[src/rtl/ysyx_23060236_icache_refill_if.sv]
// rtl/ysyx_23060236_icache_refill_if.sv - AXI4 read address/data channels used for instruction line refills
interface ysyx_23060236_icache_refill_if #(
  parameter int ADDR_W = 32
);
  logic              arvalid;
  logic              arready;
  logic [ADDR_W-1:0] araddr;
  logic [7:0]        arlen;
  logic [2:0]        arsize;
  logic [1:0]        arburst;
  logic              rvalid;
  logic              rready;
  logic [31:0]       rdata;
  logic [1:0]        rresp;
  logic              rlast;

  modport master (
    output arvalid, araddr, arlen, arsize, arburst, rready,
    input  arready, rvalid, rdata, rresp, rlast
  );

  modport slave (
    input  arvalid, araddr, arlen, arsize, arburst, rready,
    output arready, rvalid, rdata, rresp, rlast
  );
endinterface

[src/rtl/ysyx_23060236_icache_refill.sv]
// rtl/ysyx_23060236_icache_refill.sv - IFU fetch lookup, AXI line refill, fence.i/error flush sequencing
// Optional hit/miss counters: YSYX_23060236_ICACHE_PERF_EN
module ysyx_23060236_icache_refill #(
  parameter int ADDR_W       = 32,
  parameter int CACHE_ADDR_W = 25,
  parameter int OFFSET_LEN   = 5,
  parameter int BEATS        = 8
) (
  input  logic                    clock,
  input  logic                    reset,
  input  logic                    req_valid,
  output logic                    req_ready,
  input  logic [ADDR_W-1:0]       req_addr,
  output logic                    resp_valid,
  input  logic                    resp_ready,
  output logic [31:0]             resp_inst,
  output logic                    resp_err,
  input  logic                    fencei,
  output logic [CACHE_ADDR_W-1:0] icache_araddr,
  input  logic [31:0]             icache_rdata,
  input  logic                    icache_hit,
  output logic [CACHE_ADDR_W-1:0] icache_awaddr,
  output logic [31:0]             icache_wdata,
  output logic                    icache_wvalid,
  output logic                    icache_fencei,
`ifdef YSYX_23060236_ICACHE_PERF_EN
  output logic [31:0]             perf_hit_cnt,
  output logic [31:0]             perf_miss_cnt,
`endif
  ysyx_23060236_icache_refill_if.master axi
);
  localparam int CNT_W = $clog2(BEATS);

  typedef enum logic [2:0] {S_IDLE, S_CHECK, S_AR, S_R, S_RESP} state_t;

  state_t            state, state_nxt;
  logic [ADDR_W-1:0] addr_q;
  logic [CNT_W-1:0]  beat_q;
  logic              fence_pend_q;
  logic              err_q;
  logic              err_flush_q;
  logic [31:0]       inst_q;
  logic              resp_err_q;

  logic [ADDR_W-1:0] line_base;
  logic              beat_bad;
  logic              burst_err;

  assign line_base = {addr_q[ADDR_W-1:OFFSET_LEN], {OFFSET_LEN{1'b0}}};
  // A beat is bad on a non-OKAY response or when rlast disagrees with the beat count.
  assign beat_bad  = (axi.rresp != 2'b00) || (axi.rlast != (beat_q == CNT_W'(BEATS-1)));
  assign burst_err = err_q || beat_bad;

  always_comb begin
    state_nxt     = state;
    req_ready     = 1'b0;
    icache_fencei = 1'b0;
    case (state)
      S_IDLE: begin
        req_ready     = !fence_pend_q;
        icache_fencei = fencei || fence_pend_q;
        if (req_valid && !fence_pend_q) state_nxt = S_CHECK;
      end
      S_CHECK: state_nxt = icache_hit ? S_RESP : S_AR;
      S_AR:    if (axi.arready) state_nxt = S_R;
      S_R:     if (axi.rvalid && axi.rlast) state_nxt = burst_err ? S_RESP : S_CHECK;
      S_RESP: begin
        icache_fencei = err_flush_q;
        if (resp_ready) state_nxt = S_IDLE;
      end
      default: state_nxt = S_IDLE;
    endcase
  end

  always_ff @(posedge clock or negedge reset) begin
    if (!reset) begin
      state        <= S_IDLE;
      addr_q       <= '0;
      beat_q       <= '0;
      fence_pend_q <= 1'b0;
      err_q        <= 1'b0;
      err_flush_q  <= 1'b0;
      inst_q       <= 32'h0;
      resp_err_q   <= 1'b0;
    end else begin
      state       <= state_nxt;
      err_flush_q <= 1'b0;
      // Any flush pulse, including the error flush, also satisfies a pending fence.i.
      if (icache_fencei)  fence_pend_q <= 1'b0;
      else if (fencei)    fence_pend_q <= 1'b1;
      case (state)
        S_IDLE: if (req_valid && !fence_pend_q) addr_q <= req_addr;
        S_CHECK: if (icache_hit) begin
          inst_q     <= icache_rdata;
          resp_err_q <= 1'b0;
        end
        S_AR: if (axi.arready) begin
          beat_q <= '0;
          err_q  <= 1'b0;
        end
        S_R: if (axi.rvalid) begin
          beat_q <= beat_q + 1'b1;
          if (beat_bad) err_q <= 1'b1;
          if (axi.rlast && burst_err) begin
            inst_q      <= 32'h0;
            resp_err_q  <= 1'b1;
            err_flush_q <= 1'b1;
          end
        end
        default: ;
      endcase
    end
  end

  assign resp_valid    = (state == S_RESP);
  assign resp_inst     = inst_q;
  assign resp_err      = resp_err_q;
  assign icache_araddr = addr_q[CACHE_ADDR_W-1:0];
  assign icache_awaddr = line_base[CACHE_ADDR_W-1:0] + CACHE_ADDR_W'({beat_q, 2'b00});
  assign icache_wdata  = axi.rdata;
  assign icache_wvalid = (state == S_R) && axi.rvalid;

  assign axi.arvalid = (state == S_AR);
  assign axi.araddr  = line_base;
  assign axi.arlen   = 8'(BEATS-1);
  assign axi.arsize  = 3'b010;
  assign axi.arburst = 2'b01;
  assign axi.rready  = (state == S_R);

`ifdef YSYX_23060236_ICACHE_PERF_EN
  // Only the first lookup of a request is counted; the re-check after a refill is not.
  logic refilled_q;
  always_ff @(posedge clock or negedge reset) begin
    if (!reset) begin
      refilled_q    <= 1'b0;
      perf_hit_cnt  <= 32'h0;
      perf_miss_cnt <= 32'h0;
    end else begin
      if (state == S_R && state_nxt == S_CHECK) refilled_q <= 1'b1;
      else if (state == S_IDLE)                 refilled_q <= 1'b0;
      if (state == S_CHECK && !refilled_q) begin
        if (icache_hit) begin
          if (perf_hit_cnt != 32'hFFFF_FFFF) perf_hit_cnt <= perf_hit_cnt + 32'h1;
        end else begin
          if (perf_miss_cnt != 32'hFFFF_FFFF) perf_miss_cnt <= perf_miss_cnt + 32'h1;
        end
      end
    end
  end
`endif
endmodule

[src/flat_wrapper.sv]
// flat-port wrapper written by rule: the top's interface ports become plain ports
module ysyx_23060236_icache_refill_flat 
#(
  parameter int ADDR_W       = 32,
  parameter int CACHE_ADDR_W = 25,
  parameter int OFFSET_LEN   = 5,
  parameter int BEATS        = 8
)
  (clock, reset, req_valid, req_ready, req_addr, resp_valid, resp_ready, resp_inst, resp_err, fencei, icache_araddr, icache_rdata, icache_hit, icache_awaddr, icache_wdata, icache_wvalid, icache_fencei, axi_arvalid, axi_araddr, axi_arlen, axi_arsize, axi_arburst, axi_rready, axi_arready, axi_rvalid, axi_rdata, axi_rresp, axi_rlast);
  ysyx_23060236_icache_refill_if #(.ADDR_W(ADDR_W)) axi_i ();
  input  logic clock;
  input  logic reset;
  input  logic req_valid;
  output logic req_ready;
  input  logic [ADDR_W-1:0] req_addr;
  output logic resp_valid;
  input  logic resp_ready;
  output logic [31:0] resp_inst;
  output logic resp_err;
  input  logic fencei;
  output logic [CACHE_ADDR_W-1:0] icache_araddr;
  input  logic [31:0] icache_rdata;
  input  logic icache_hit;
  output logic [CACHE_ADDR_W-1:0] icache_awaddr;
  output logic [31:0] icache_wdata;
  output logic icache_wvalid;
  output logic icache_fencei;
  output wire logic [$bits(axi_i.arvalid)-1:0] axi_arvalid;
  output wire logic [$bits(axi_i.araddr)-1:0] axi_araddr;
  output wire logic [$bits(axi_i.arlen)-1:0] axi_arlen;
  output wire logic [$bits(axi_i.arsize)-1:0] axi_arsize;
  output wire logic [$bits(axi_i.arburst)-1:0] axi_arburst;
  output wire logic [$bits(axi_i.rready)-1:0] axi_rready;
  input wire logic [$bits(axi_i.arready)-1:0] axi_arready;
  input wire logic [$bits(axi_i.rvalid)-1:0] axi_rvalid;
  input wire logic [$bits(axi_i.rdata)-1:0] axi_rdata;
  input wire logic [$bits(axi_i.rresp)-1:0] axi_rresp;
  input wire logic [$bits(axi_i.rlast)-1:0] axi_rlast;
  assign axi_arvalid = axi_i.arvalid;
  assign axi_araddr = axi_i.araddr;
  assign axi_arlen = axi_i.arlen;
  assign axi_arsize = axi_i.arsize;
  assign axi_arburst = axi_i.arburst;
  assign axi_rready = axi_i.rready;
  assign axi_i.arready = axi_arready;
  assign axi_i.rvalid = axi_rvalid;
  assign axi_i.rdata = axi_rdata;
  assign axi_i.rresp = axi_rresp;
  assign axi_i.rlast = axi_rlast;
  ysyx_23060236_icache_refill #(.ADDR_W(ADDR_W), .CACHE_ADDR_W(CACHE_ADDR_W), .OFFSET_LEN(OFFSET_LEN), .BEATS(BEATS)) u_core (.clock(clock), .reset(reset), .req_valid(req_valid), .req_ready(req_ready), .req_addr(req_addr), .resp_valid(resp_valid), .resp_ready(resp_ready), .resp_inst(resp_inst), .resp_err(resp_err), .fencei(fencei), .icache_araddr(icache_araddr), .icache_rdata(icache_rdata), .icache_hit(icache_hit), .icache_awaddr(icache_awaddr), .icache_wdata(icache_wdata), .icache_wvalid(icache_wvalid), .icache_fencei(icache_fencei), .axi(axi_i));
endmodule
[config.mk]
export PLATFORM = sky130hd
export DESIGN_NAME = ysyx_23060236_icache_refill_flat
export DESIGN_NICKNAME = d
export VERILOG_FILES = /design/src/rtl/ysyx_23060236_icache_refill_if.sv /design/src/rtl/ysyx_23060236_icache_refill.sv /design/src/flat_wrapper.sv
export SDC_FILE = /design/constraint.sdc
export NUM_CORES = 1
export LEC_CHECK = 0
export BUFFER_PORTS_ARGS = -buffer_cell sky130_fd_sc_hd__buf_2
export CORE_MARGIN = 2
export CORE_UTILIZATION = 31
export DETAILED_ROUTE_END_ITERATION = 10
export SYNTH_ARGS = -nofsm -noshare
export SYNTH_HDL_FRONTEND = slang
export SYNTH_SLANG_ARGS = --single-unit
export TNS_END_PERCENT = 100
[constraint.sdc]
create_clock -name clock -period 2 [get_ports clock]
set_input_delay 0.2 -clock clock [delete_from_list [all_inputs] [get_ports clock]]
set_output_delay 0.2 -clock clock [all_outputs]
set_load 0.005 [all_outputs]
# ---- Word level (Yosys, flattened, before mapping)
# Cells that the tools add are included.
dict set report totals {
  input_bits 107
  out_inout_bits 166
  register_bits 74
}
dict set report op_classes {
  mux 29
  n_eq_ne 14
  reduce_logical 18
  addsub 2
}
# op n
set op_table {}
lappend op_table {{32-bit two-way mux} 3}
lappend op_table {{32-bit case mux with 2 select lines} 1}
lappend op_table {{25-bit by 5-bit adder with 25-bit output} 1}
lappend op_table {{3-bit two-way mux} 8}
lappend op_table {{3-bit case mux with 5 select lines} 1}
lappend op_table {{2-bit by 1-bit != test with 1-bit output, second input constant} 7}
lappend op_table {{1-bit two-way mux} 12}
lappend op_table {{4-bit AND reduction} 3}
lappend op_table {{2-bit nonzero test} 4}
lappend op_table {{3-bit by 2-bit == test with 1-bit output, second input constant} 2}
lappend op_table {{3-bit == test, second input constant} 2}
lappend op_table {{1-bit case mux with 2 select lines} 3}
lappend op_table {{3-bit case mux with 2 select lines} 1}
lappend op_table {{1-bit logical AND} 4}
lappend op_table {{3-bit by 1-bit adder with 3-bit output, second input constant} 1}
lappend op_table {{3-bit by 1-bit == test with 1-bit output, second input constant} 1}
lappend op_table {{3-bit logical NOT} 1}
lappend op_table {{1-bit logical OR} 3}
lappend op_table {{3-bit AND reduction} 1}
lappend op_table {{2-bit != test, second input constant} 1}
lappend op_table {{2-bit AND reduction} 1}
lappend op_table {{1-bit logical NOT} 1}
lappend op_table {{1-bit != test} 1}

# ---- Depth between registers and ports, before layout
# Gate-level depths: netlist of the first run.
dict set report depth {
  depth_word 8
  mapped_depth 7
}

# ---- Worst setup path before layout of the first run
# Ideal clock, no wire load.
dict set report synth_path {
  kind {register -> register}
  start {register u_core.beat_q[0]}
  end {register u_core.resp_err_q, in the netlist u_core.resp_err}
  required_ns 1.882
  stages_incl_launch_ff 8
  arrival_ns 1.741
  slack_ns 0.141
  path_cell_list {dfrtp_1 -> ha_1 -> ha_1 -> or4b_1 -> and3_1 -> buf_6 -> buf_6 -> a21o_1}
}
dict set report synth_between {
  elab_chain_cells 7
}
# item line
set synth_rtl {}
lappend synth_rtl {{from (decl)} ysyx_23060236_icache_refill.sv:38} ;# logic [CNT_W-1:0] beat_q;
lappend synth_rtl {{from (signal assigned)} ysyx_23060236_icache_refill.sv:102} ;# beat_q <= beat_q + 1'b1;
lappend synth_rtl {{3-bit == test} ysyx_23060236_icache_refill.sv:51} ;# assign beat_bad = (axi.rresp != 2'b00) || (axi.rlast != (beat_q == CNT_W'(BEATS-1)));
lappend synth_rtl {{1-bit != test} ysyx_23060236_icache_refill.sv:51}
lappend synth_rtl {{1-bit logical OR} ysyx_23060236_icache_refill.sv:51}
lappend synth_rtl {{1-bit logical OR} ysyx_23060236_icache_refill.sv:52} ;# assign burst_err = err_q || beat_bad;
lappend synth_rtl {{1-bit logical AND} ysyx_23060236_icache_refill.sv:104} ;# if (axi.rlast && burst_err) begin
lappend synth_rtl {{2-bit by 1-bit != test with 1-bit output (no line)} --}
lappend synth_rtl {{4-bit AND reduction (no line)} --}
lappend synth_rtl {{to (signal assigned)} ysyx_23060236_icache_refill.sv:84} ;# resp_err_q <= 1'b0;
lappend synth_rtl {{to (signal assigned)} ysyx_23060236_icache_refill.sv:95} ;# resp_err_q <= 1'b0;
lappend synth_rtl {{to (signal assigned)} ysyx_23060236_icache_refill.sv:106} ;# resp_err_q <= 1'b1;
lappend synth_rtl {{to (decl)} ysyx_23060236_icache_refill.sv:43} ;# logic resp_err_q;
# Every way passes these cells.
# A chain may end at the register's enable or synchronous reset.

# ---- Worst setup path after layout of the first run
dict set report layout_path {
  start {register u_core.beat_q[0]}
  end {register u_core.inst_q[20], in the netlist u_core.resp_inst[20]}
}
dict set report layout_between {
  elab_chain_cells 7
}
# item line
set layout_rtl {}
lappend layout_rtl {{3-bit == test} ysyx_23060236_icache_refill.sv:51}
lappend layout_rtl {{1-bit != test} ysyx_23060236_icache_refill.sv:51}
lappend layout_rtl {{1-bit logical OR} ysyx_23060236_icache_refill.sv:51}
lappend layout_rtl {{1-bit logical OR} ysyx_23060236_icache_refill.sv:52}
lappend layout_rtl {{1-bit logical AND} ysyx_23060236_icache_refill.sv:104}
lappend layout_rtl {{2-bit by 1-bit != test with 1-bit output (no line)} --}
lappend layout_rtl {{4-bit AND reduction (no line)} --}
lappend layout_rtl {{to (signal assigned)} ysyx_23060236_icache_refill.sv:94} ;# inst_q <= icache_rdata;
lappend layout_rtl {{to (decl)} ysyx_23060236_icache_refill.sv:42} ;# logic [31:0] inst_q;
# Every way passes these cells.

==> results of run 1 <==
[cell families (layout without fill, tap and decap cells)]
family / count (synthesis) / count (layout) / synth area share (%)
adders and majority gates: 2 / 2 / 0.648
other: 2 / 20 / 0.194
AOI/OAI and AO/OA: 47 / 47 / 9.65
DFF: 74 / 74 / 47.9
buffers and inverters: 116 / 221 / 21.4
and+or+nand+nor: 86 / 86 / 10.4
xor gates and xnor gates: 1 / 1 / 0.227
muxes: 33 / 33 / 9.59
[flip-flops by register name, summed over array words and instances (netlist names)]
register / cells
u_core.addr_q: 32
u_core.resp_inst: 32
u_core.beat_q: 3
u_core.state: 3
u_core.err_flush_q: 1
u_core.err_q: 1
u_core.fence_pend_q: 1
u_core.resp_err: 1
[power by group through the flow]
stage          Sequential (mW)  Clock [mW]  Combinational, mW
3_3_place_gp              2.65           0               2.83
3_5_place_dp              2.67           0               2.90
2_1_floorplan             2.68           0               2.00
6_report                  2.65        1.73               2.83
4_1_cts                   2.66        1.79               2.89
5_1_grt                   2.75        1.87               3.20
[critical path, stage by stage, from the launching register on]
cell     delay (ns)
dfrtp_1        0.35
ha_1           0.15
ha_1           0.16
or4b_1         0.46
and3_4         0.25
buf_12         0.19
o21ai_0        0.16
[synthesized netlist by cell type]
master     number  area [um^2]
a21o_1          1         7.51
nor2_1          4         15.0
o21ai_2        28          245
nand2_2         1         6.26
and4_1          1         8.76
a211o_1         1         8.76
o22ai_1         2         12.5
ha_1            2         25.0
nor4_4          1         21.3
nand3b_1        2         15.0
and4b_1         1         10.0
mux2_1          1         11.3
conb_1          2         7.51
nand4bb_1       1         11.3
o311a_1         1         10.0
nand2b_1        2         12.5
nand2_1        65          244
o31ai_1         2         15.0
nor2b_1         1         6.26
buf_6           5         56.3
nand3_1         1         5.00
nor3b_1         1         7.51
clkbuf_1        7         26.3
a22o_1          3         26.3
inv_1           6         22.5
xor2_1          1         8.76
o21ai_0         6         30.0
buf_4          92          691
and2_1          2         12.5
mux2_2         31          349
or4b_1          1         10.0
a21oi_1         2         10.0
nor4bb_1        1         10.0
a211oi_1        1         7.51
dfrtp_1        74         1850
and3_1          1         6.26
mux2i_1         1         10.0
buf_2           6         30.0
[layer usage]
layer / wire [um] / vias up / part of all wire [%]
met4: 192 / 0 / 2.2
met2: 4200 / 151 / 49
met1: 3570 / 1320 / 41
met3: 671 / 16 / 7.8
li1: - / 1307 / -
met5: 0 / - / 0
[path summary, 6_finish.rpt]
path,startpoint,to
max in group asynchronous,reset,u_core.addr_q[5]
setup / recovery,u_core.beat_q[0],u_core.resp_inst[20]
hold reg to reg,u_core.addr_q[25],u_core.addr_q[25]
hold / removal,icache_rdata[9],u_core.resp_inst[9]
min in group asynchronous,reset,u_core.resp_inst[0]
setup reg to reg,u_core.beat_q[0],u_core.resp_inst[20]
[through the flow]
stage / total power, mW / utilization, % / setup slack (ns) / hold WS [ns]
2_1_floorplan: 4.68 / - / 0.141 / -0.0956
3_3_place_gp: 5.49 / 36.4 / 0.127 / 0.174
3_5_place_dp: 5.57 / 36.4 / 0.0605 / 0.182
4_1_cts: 7.34 / 39.1 / 0.0789 / 0.0619
5_1_grt: 7.81 / 39.2 / 0.0239 / 0.0711
6_report: 7.21 / 39.2 / 0.183 / 0.0762
[layout make-up]
| cell class | count | area (um^2) | share of cell area, % |
|---|---|---|---|
| Tap cell | 168 | 210 | 4.43 |
| Clock buffer | 11 | 243 | 5.12 |
| Sequential cell | 74 | 1850 | 39.0 |
| Inverter | 6 | 22.5 | 0.475 |
| Timing Repair Buffer | 199 | 1070 | 22.5 |
| Clock inverter | 5 | 77.6 | 1.64 |
| Multi-Input combinational cell | 189 | 1270 | 26.8 |
[repair_timing]
action                     in CTS  in global routing
resized for setup               0                  1
setup buffers                   0                  0
hold endpoints to repair       32                  0
setup endpoints to repair       0                  6
hold buffers                    1                  0
==> metrics.csv, run 1 <==
metric,value,unit
slew_viol_final,0,
crit_path_end_kind,flip-flop,
num_antenna_cells,0,
clock_sinks,74,
port_buffers,188,
fill_cells,1230,
r2r_cells,6,
hold_path.class,primary input to flip-flop,
finalSetupViolations,0,
row_count,40,
required,2.25,ns
cts_max_path_buffers,2,
rsz0062_at_grt,false,
yosysWarnings,0,
drt_iter0_drc,114,
clock_skew,0.00501,ns
finalHoldViolCount,0,
final_cell_mix,"buf_2, dfrtp_1, nand2_1, mux2_2, o21ai_2",
leakagePower,2.47,nW
p_int,4.85,mW
cts_buffers,9,
holdPathStages,3,
fin_crit_sh,90.8,%
tritoncts,yes,
gp_congestion,0.777,
top_usage_layer,met2,
yosysSeqAreaShare,47.9,%
start_util,31.9,%
core_area,12100,um^2
p_comb_share,39.3,%
crit_arrival,2.06,ns
crit_type,flip-flop to flip-flop,
ff2ff_setup_slack,0.18,ns
grt_pass1_vias,2581,
die_h,116,um
post_drt_wl_per_cell,13.2,um
crit_fanout,29,
vias_per_cell,4.29,
fmax,0.550,GHz
drt_pass1_iterations,4,
track_usage,12.7,%
pwr-share-clk,23.9,%
dp_cells,635,
synthCells,361,
gr-usage-met3,3.50,%
synth_area_per_cell,10.7,um^2
vias,2794,
dieArea,13400,um^2
grt_first_pass_wirelength,13000,um
nets,588,
postLayoutCellArea,4740,um^2
drive_gt1_share,57.0,%
grt_overflow,0,
antenna_found_initial,0,
dp_hpwl,6400,um
status,"finished, final reports clean",
path_clk_slew,0.06,ns
wl,8630,um
die_w,116,um
drc,0,
netlist-cell-type-count,38,
final_common_cell,buf_2,
grt_max_degree,43,
synth-seq-cells,74,
ant_nets,0,
p_seq_share,36.8,%
powerDensity,1520,nW/um^2
p_sw,2.36,mW
insertion_delay,0.32,ns
irDropWorstVdd,0.500,mV
netlist_area,3860,um^2
fin_cells,652,
use_met1,15.5,%
clockRootBuffer,clkbuf_16,
ctsHtreeMaxLevel,3,
areaGrowthSynthToFinish,22.8,%
setup_tns,0,ns
ioPinCount,273,
maxCapViolCount,0,
sw_frac_of_total,32.7,%
placedInstanceArea,4410,um^2
finalCriticalPeriod,1.82,ns
met2_usage,21.0,%
startpoint_type,flip-flop,
Note: power is estimated with default switching activity, not from simulation.
==> run 2: changes to the inputs <==
--- a/config.mk
+++ b/config.mk
@@ -6,6 +6,7 @@
 export NUM_CORES = 1
 export LEC_CHECK = 0
 export BUFFER_PORTS_ARGS = -buffer_cell sky130_fd_sc_hd__buf_2
+export CORE_ASPECT_RATIO = 1.2
 export CORE_MARGIN = 2
 export CORE_UTILIZATION = 31
 export DETAILED_ROUTE_END_ITERATION = 10
==> run 2 against run 1 <==
- design area decreased by 1.6%
- first-iteration DRC count decreased by 29%
- register-to-register slack got worse by 0.03 ns
- clock skew increased by 0.0011 ns
- clock power decreased by 7%
- maximum frequency decreased by 1.7%
- via count decreased by 0.21%
- critical endpoint unchanged
- total power decreased by 2.0%
- worst setup slack got worse by 0.032 ns
==> metrics.csv, run 2 (synthesized netlist as in run 1, its figures left out) <==
metric,value,unit
drc,0,
vias,2788,
leakagePower,2.45,nW
insertion_delay,0.33,ns
die_h,126,um
max_slew.worst_pin.slew,0.928,ns
ant_nets,0,
ctsHtreeMaxLevel,3,
port_buffers,188,
finalHoldViolCount,0,
dieArea,13400,um^2
clock_sinks,74,
crit_fanout,30,
r2r-end,u_core.resp_inst[20],
cts_buffers,9,
cts_max_path_buffers,2,
powerDensity,1510,nW/um^2
slew_headroom,38.2,%
row_count,44,
grt_pass1_vias,2776,
final_common_cell,buf_2,
track_usage,12.9,%
final_cell_mix,"buf_2, dfrtp_1, nand2_1, mux2_2, o21ai_2",
nets,585,
start_util,31.9,%
die_w,106,um
irDropWorstVdd,0.508,mV
areaGrowthSynthToFinish,20.9,%
utilization,38.6,%
finalSetupViolations,0,
tritoncts,yes,
ioPinCount,273,
ff2ff_setup_slack,0.15,ns
wl,8470,um
antenna_found_initial,0,
grt_first_pass_wirelength,13700,um
seq_area,1850,um^2
gp_congestion,0.751,
startpoint_type,flip-flop,
post_drt_wl_per_cell,13.2,um
required,2.25,ns
vias_per_cell,4.34,
grt_overflow,0,
drive_gt1_share,57.2,%
r2r_cells,6,
hold_path.class,primary input to async pin,
drt_iter0_drc,81,
crit_path_end_kind,flip-flop,
slew_viol_final,0,
dp_hpwl,6350,um
finalCriticalPeriod,1.85,ns
clock_skew,0.00611,ns
path_clk_slew,0.06,ns
status,"finished, final reports clean",
crit_type,flip-flop to flip-flop,
fin_crit_sh,92.5,%
cts_hold_buf,0,
fmax,0.541,GHz
crit_arrival,2.10,ns
clockRootBuffer,clkbuf_16,
num_antenna_cells,0,
multi_input_area,1270,um^2
core_area,12100,um^2
r2r_start,u_core.beat_q[0],
holdWs,0.0143,ns
maxCapViolCount,0,
grt_max_degree,75,
drt_pass1_iterations,4,
fill_cells,1259,
run 2: changes by cell type in the layout (fill, tap and decap cells not counted):
cell and delta:
clkbuf_1 -1, o21ai_1 +2, dlygate4sd3_1 -1, o21ai_0 -2
buf_12 -2, bufinv_16 -1, clkinv_2 +1, clkbuf_8 +1
run 2: worst max-delay path: stages, from the launching register on:
cell     delay (ns)
dfrtp_1        0.37
ha_1           0.17
ha_1           0.17
or4b_1         0.46
and3_4         0.24
buf_12         0.18
o21ai_0        0.17
run 2: area by class of cell:
cell class / instances / share of cell area (%)
clock buffers: 11 / 5.41
clock inverters: 5 / 1.13
inverters: 6 / 0.482
multi-input cells: 189 / 27.3
flip-flops and latches: 74 / 39.6
well taps: 161 / 4.31
repair buffers: 196 / 21.8
run 2: stage by stage:
| stage | cell area (um^2) | power, mW | worst slack [ns] | TNS, ns | std cells |
|---|---|---|---|---|---|
| after detailed placement | 4350 | 5.53 | -0.00887 | -0.0222 | 624 |
| after CTS | 4650 | 7.18 | 0.00729 | 0 | 640 |
| after global routing | 4670 | 7.62 | -0.00190 | -0.00190 | 642 |
| after floorplan | 3930 | 4.68 | 0.141 | 0 | 379 |
| after global placement | 4350 | 5.44 | 0.0956 | 0 | 624 |
| final | 4670 | 7.06 | 0.151 | 0 | 642 |
run 2: where the power goes:
group | switching (mW) | internal [mW]
clock | 0.588 | 1.03
combinational | 1.26 | 1.52
sequential | 0.480 | 2.18
total | 2.33 | 4.73
run 2: per-layer routing:
layer,track usage [%],up-vias,wire (um)
met4,6.81,0,257
li1,-,1314,-
met5,0,-,0
met2,21.9,139,4260
met1,14.4,1305,3260
met3,4.47,30,698
run 2: timing repair:
item                                    4_1_cts  5_1_grt
endpoints found under the setup margin        0       31
buffers inserted                              0        2
gates resized for setup                       0        3
run 2: how the worst max path moves through the flow:
stage                           startpoint                    to  slack (ns)  cells after the start
final                     u_core.beat_q[0]  u_core.resp_inst[20]        0.15                      6
after global routing      u_core.beat_q[1]  u_core.resp_inst[20]      -0.002                      6
after CTS                 u_core.beat_q[0]  u_core.resp_inst[31]       0.007                      6
after detailed placement  u_core.beat_q[0]  u_core.resp_inst[31]      -0.009                      6
after global placement    u_core.beat_q[0]  u_core.resp_inst[20]         0.1                      6
after floorplan           u_core.beat_q[0]       u_core.resp_err        0.14                      7
==> run 3: changes to the inputs <==
--- a/config.mk
+++ b/config.mk
@@ -6,10 +6,12 @@
 export NUM_CORES = 1
 export LEC_CHECK = 0
 export BUFFER_PORTS_ARGS = -buffer_cell sky130_fd_sc_hd__buf_2
+export CAP_MARGIN = 20
 export CORE_ASPECT_RATIO = 1.2
 export CORE_MARGIN = 2
 export CORE_UTILIZATION = 31
 export DETAILED_ROUTE_END_ITERATION = 10
+export RECOVER_POWER = 100
 export SYNTH_ARGS = -nofsm -noshare
 export SYNTH_HDL_FRONTEND = slang
 export SYNTH_SLANG_ARGS = --single-unit
==> constraint.sdc (replaced) <==
create_clock -name clock -period 2 [get_ports clock]
set_input_delay 0.2 -clock clock [delete_from_list [all_inputs] [get_ports clock]]
set_output_delay 0.2 -clock clock [all_outputs]
set_load 0.02 [all_outputs]
==> run 3 against run 2 <==
- the run now ends with max-capacitance violations, max-slew violations left
- via count shrank 0.25%
- global-route usage is the same
- routed wire length grew 1.4%
- worst setup slack gained 0.013 ns
- critical path depth is the same
- first-iteration DRC count grew 11%
- critical path type unchanged
- critical endpoint is now u_core.resp_inst[29]
- largest cell class unchanged
- highest routed layer unchanged
==> metrics.csv, run 3 (synthesized netlist as in run 1, its figures left out) <==
metric,value,unit
drt_iter0_drc,90,
clock_sinks,74,
ctsHtreeMaxLevel,3,
clockRootBuffer,clkbuf_16,
violations,"max-capacitance violations, max-slew violations",
grt_max_degree,75,
path_buf_inv,1,
core_area,12100,um^2
place_ws,-0.00887,ns
die_w,106,um
cts_max_path_buffers,2,
drc,0,
critical_path.top_delay_family,simple AND/OR/NAND/NOR gates,
placedInstanceArea,4350,um^2
crit_type,flip-flop to flip-flop,
tritoncts,yes,
final_cell_mix,"clkbuf_1, buf_2, dfrtp_1, nand2_1, mux2_2",
gp_congestion,0.751,
crit_arrival,2.08,ns
power.total,7.96,mW
slew_headroom,-22.1,%
powerDensity,1800,nW/um^2
holdWs,0.0776,ns
vias_per_cell,4.33,
start_util,31.9,%
irDropWorstVdd,0.604,mV
drt_pass1_iterations,4,
postLayoutCellArea,4420,um^2
areaGrowthSynthToFinish,14.3,%
finalSetupViolations,0,
num_antenna_cells,0,
ff2ff_setup_slack,0.16,ns
finalWorstSetupSlack,0.164,ns
finalCriticalPeriod,1.84,ns
wl,8590,um
post_drt_wl_per_cell,13.4,um
row_count,44,
finalHoldViolCount,0,
status,"complete, but fails checks",
slew_viol_final,75,
crit_fanout,30,
vias,2781,
drive_gt1_share,28.5,%
hold_path.class,primary input to flip-flop,
clock_skew,0.00655,ns
track_usage,12.9,%
crit_path_cell_trace,"ha_1, ha_1, or4b_1, and3_4, buf_12, o21ai_0",
crit_top_cell,ha_1,
startpoint_type,flip-flop,
r2r_start,u_core.beat_q[0],
leakagePower,2.05,nW
nets,585,
path_clk_slew,0.06,ns
dieArea,13400,um^2
fin_crit_sh,91.8,%
critPathLaunch,u_core.beat_q[0],
setup_tns,0,ns
grt_overflow,0,
cts_buffers,9,
ant_nets,0,
grt_pass1_vias,2776,
required,2.24,ns
antenna_found_initial,0,
max_slew.worst_pin.slew,1.83,ns
crit_end,u_core.resp_inst[29],
r2r_cells,6,
cpPeakStageDelay,0.46,ns
grt_first_pass_wirelength,13700,um
port_buffers,188,
insertion_delay,0.33,ns
maxCapViolCount,1,
final_common_cell,clkbuf_1,
rsz0062_at_grt,false,
die_h,126,um
cp_slowest_cell,or4b_1,
r2r-end,u_core.resp_inst[29],
ioPinCount,273,
worstSetupPathDepth,6,
crit_path_end_kind,flip-flop,
dp_hpwl,6350,um
fmax,0.545,GHz
-- run 3: changes by cell type in the layout (fill, tap and decap cells not counted), moves of 2 or more --
cell / delta
buf_2: -112
clkbuf_1: +111
clkbuf_2: +2
o21ai_0: +23
o21ai_1: +3
o21ai_2: -26
-- run 3: how the worst min path moves through the flow --
stage	startpoint	endpoint	slack, ns	cells past startpoint
global route	icache_rdata[16]	u_core.resp_inst[16]	0.08	3
finish	icache_rdata[3]	u_core.resp_inst[3]	0.08	3
global placement	axi_rdata[17]	icache_wdata[17]	0.40	0
CTS	icache_rdata[25]	u_core.resp_inst[25]	0.06	3
detailed placement	axi_rdata[17]	icache_wdata[17]	0.40	0
floorplan	reset	u_core.addr_q[0]	-0.1	0
-- run 3: repair_timing --
action,CTS,global route
endpoints found under the setup margin,0,31
hold endpoints to repair,0,0
buffers inserted,0,2
hold buffers,0,0
resized for setup,0,3
-- run 3: layout make-up --
cell class	count	area [um^2]
clock buffer	11	253
clock inverter	5	52.6
multi-input combinational	189	1160
fill	1357	7690
inverter	6	22.5
tap	161	201
sequential	74	1850
timing repair buffer	196	875
-- run 3: routing by layer --
layer | up-vias | global-route usage [%] | part of all wire [%]
met4 | 0 | 6.81 | 3.0
met2 | 137 | 21.9 | 50
met5 | - | 0 | 0
met3 | 30 | 4.47 | 8.6
met1 | 1312 | 14.4 | 39
li1 | 1302 | - | -
-- run 3: worst reg2reg max path: cells and delay by family (launching register included) --
family | cells | cell delay (ns)
AO/OA/AOI/OAI | 1 | 0.19
adder cells (fa/ha/maj) | 2 | 0.34
buffers and inverters | 1 | 0.16
flip-flops | 1 | 0.37
AND/OR/NAND/NOR | 2 | 0.69
-- run 3: power breakdown --
group          internal [mW]  switching (mW)  leakage [nW]
clock network           1.03           0.584         0.151
logic                   1.17            2.50         0.984
registers               2.19           0.493         0.916
-- run 3: per-stage QoR --
step                      cells  util (%)
after floorplan             379         -
after detailed placement    624      35.9
final                       642      36.5
after global routing        642      36.5
after CTS                   640      38.4
after global placement      624      35.9
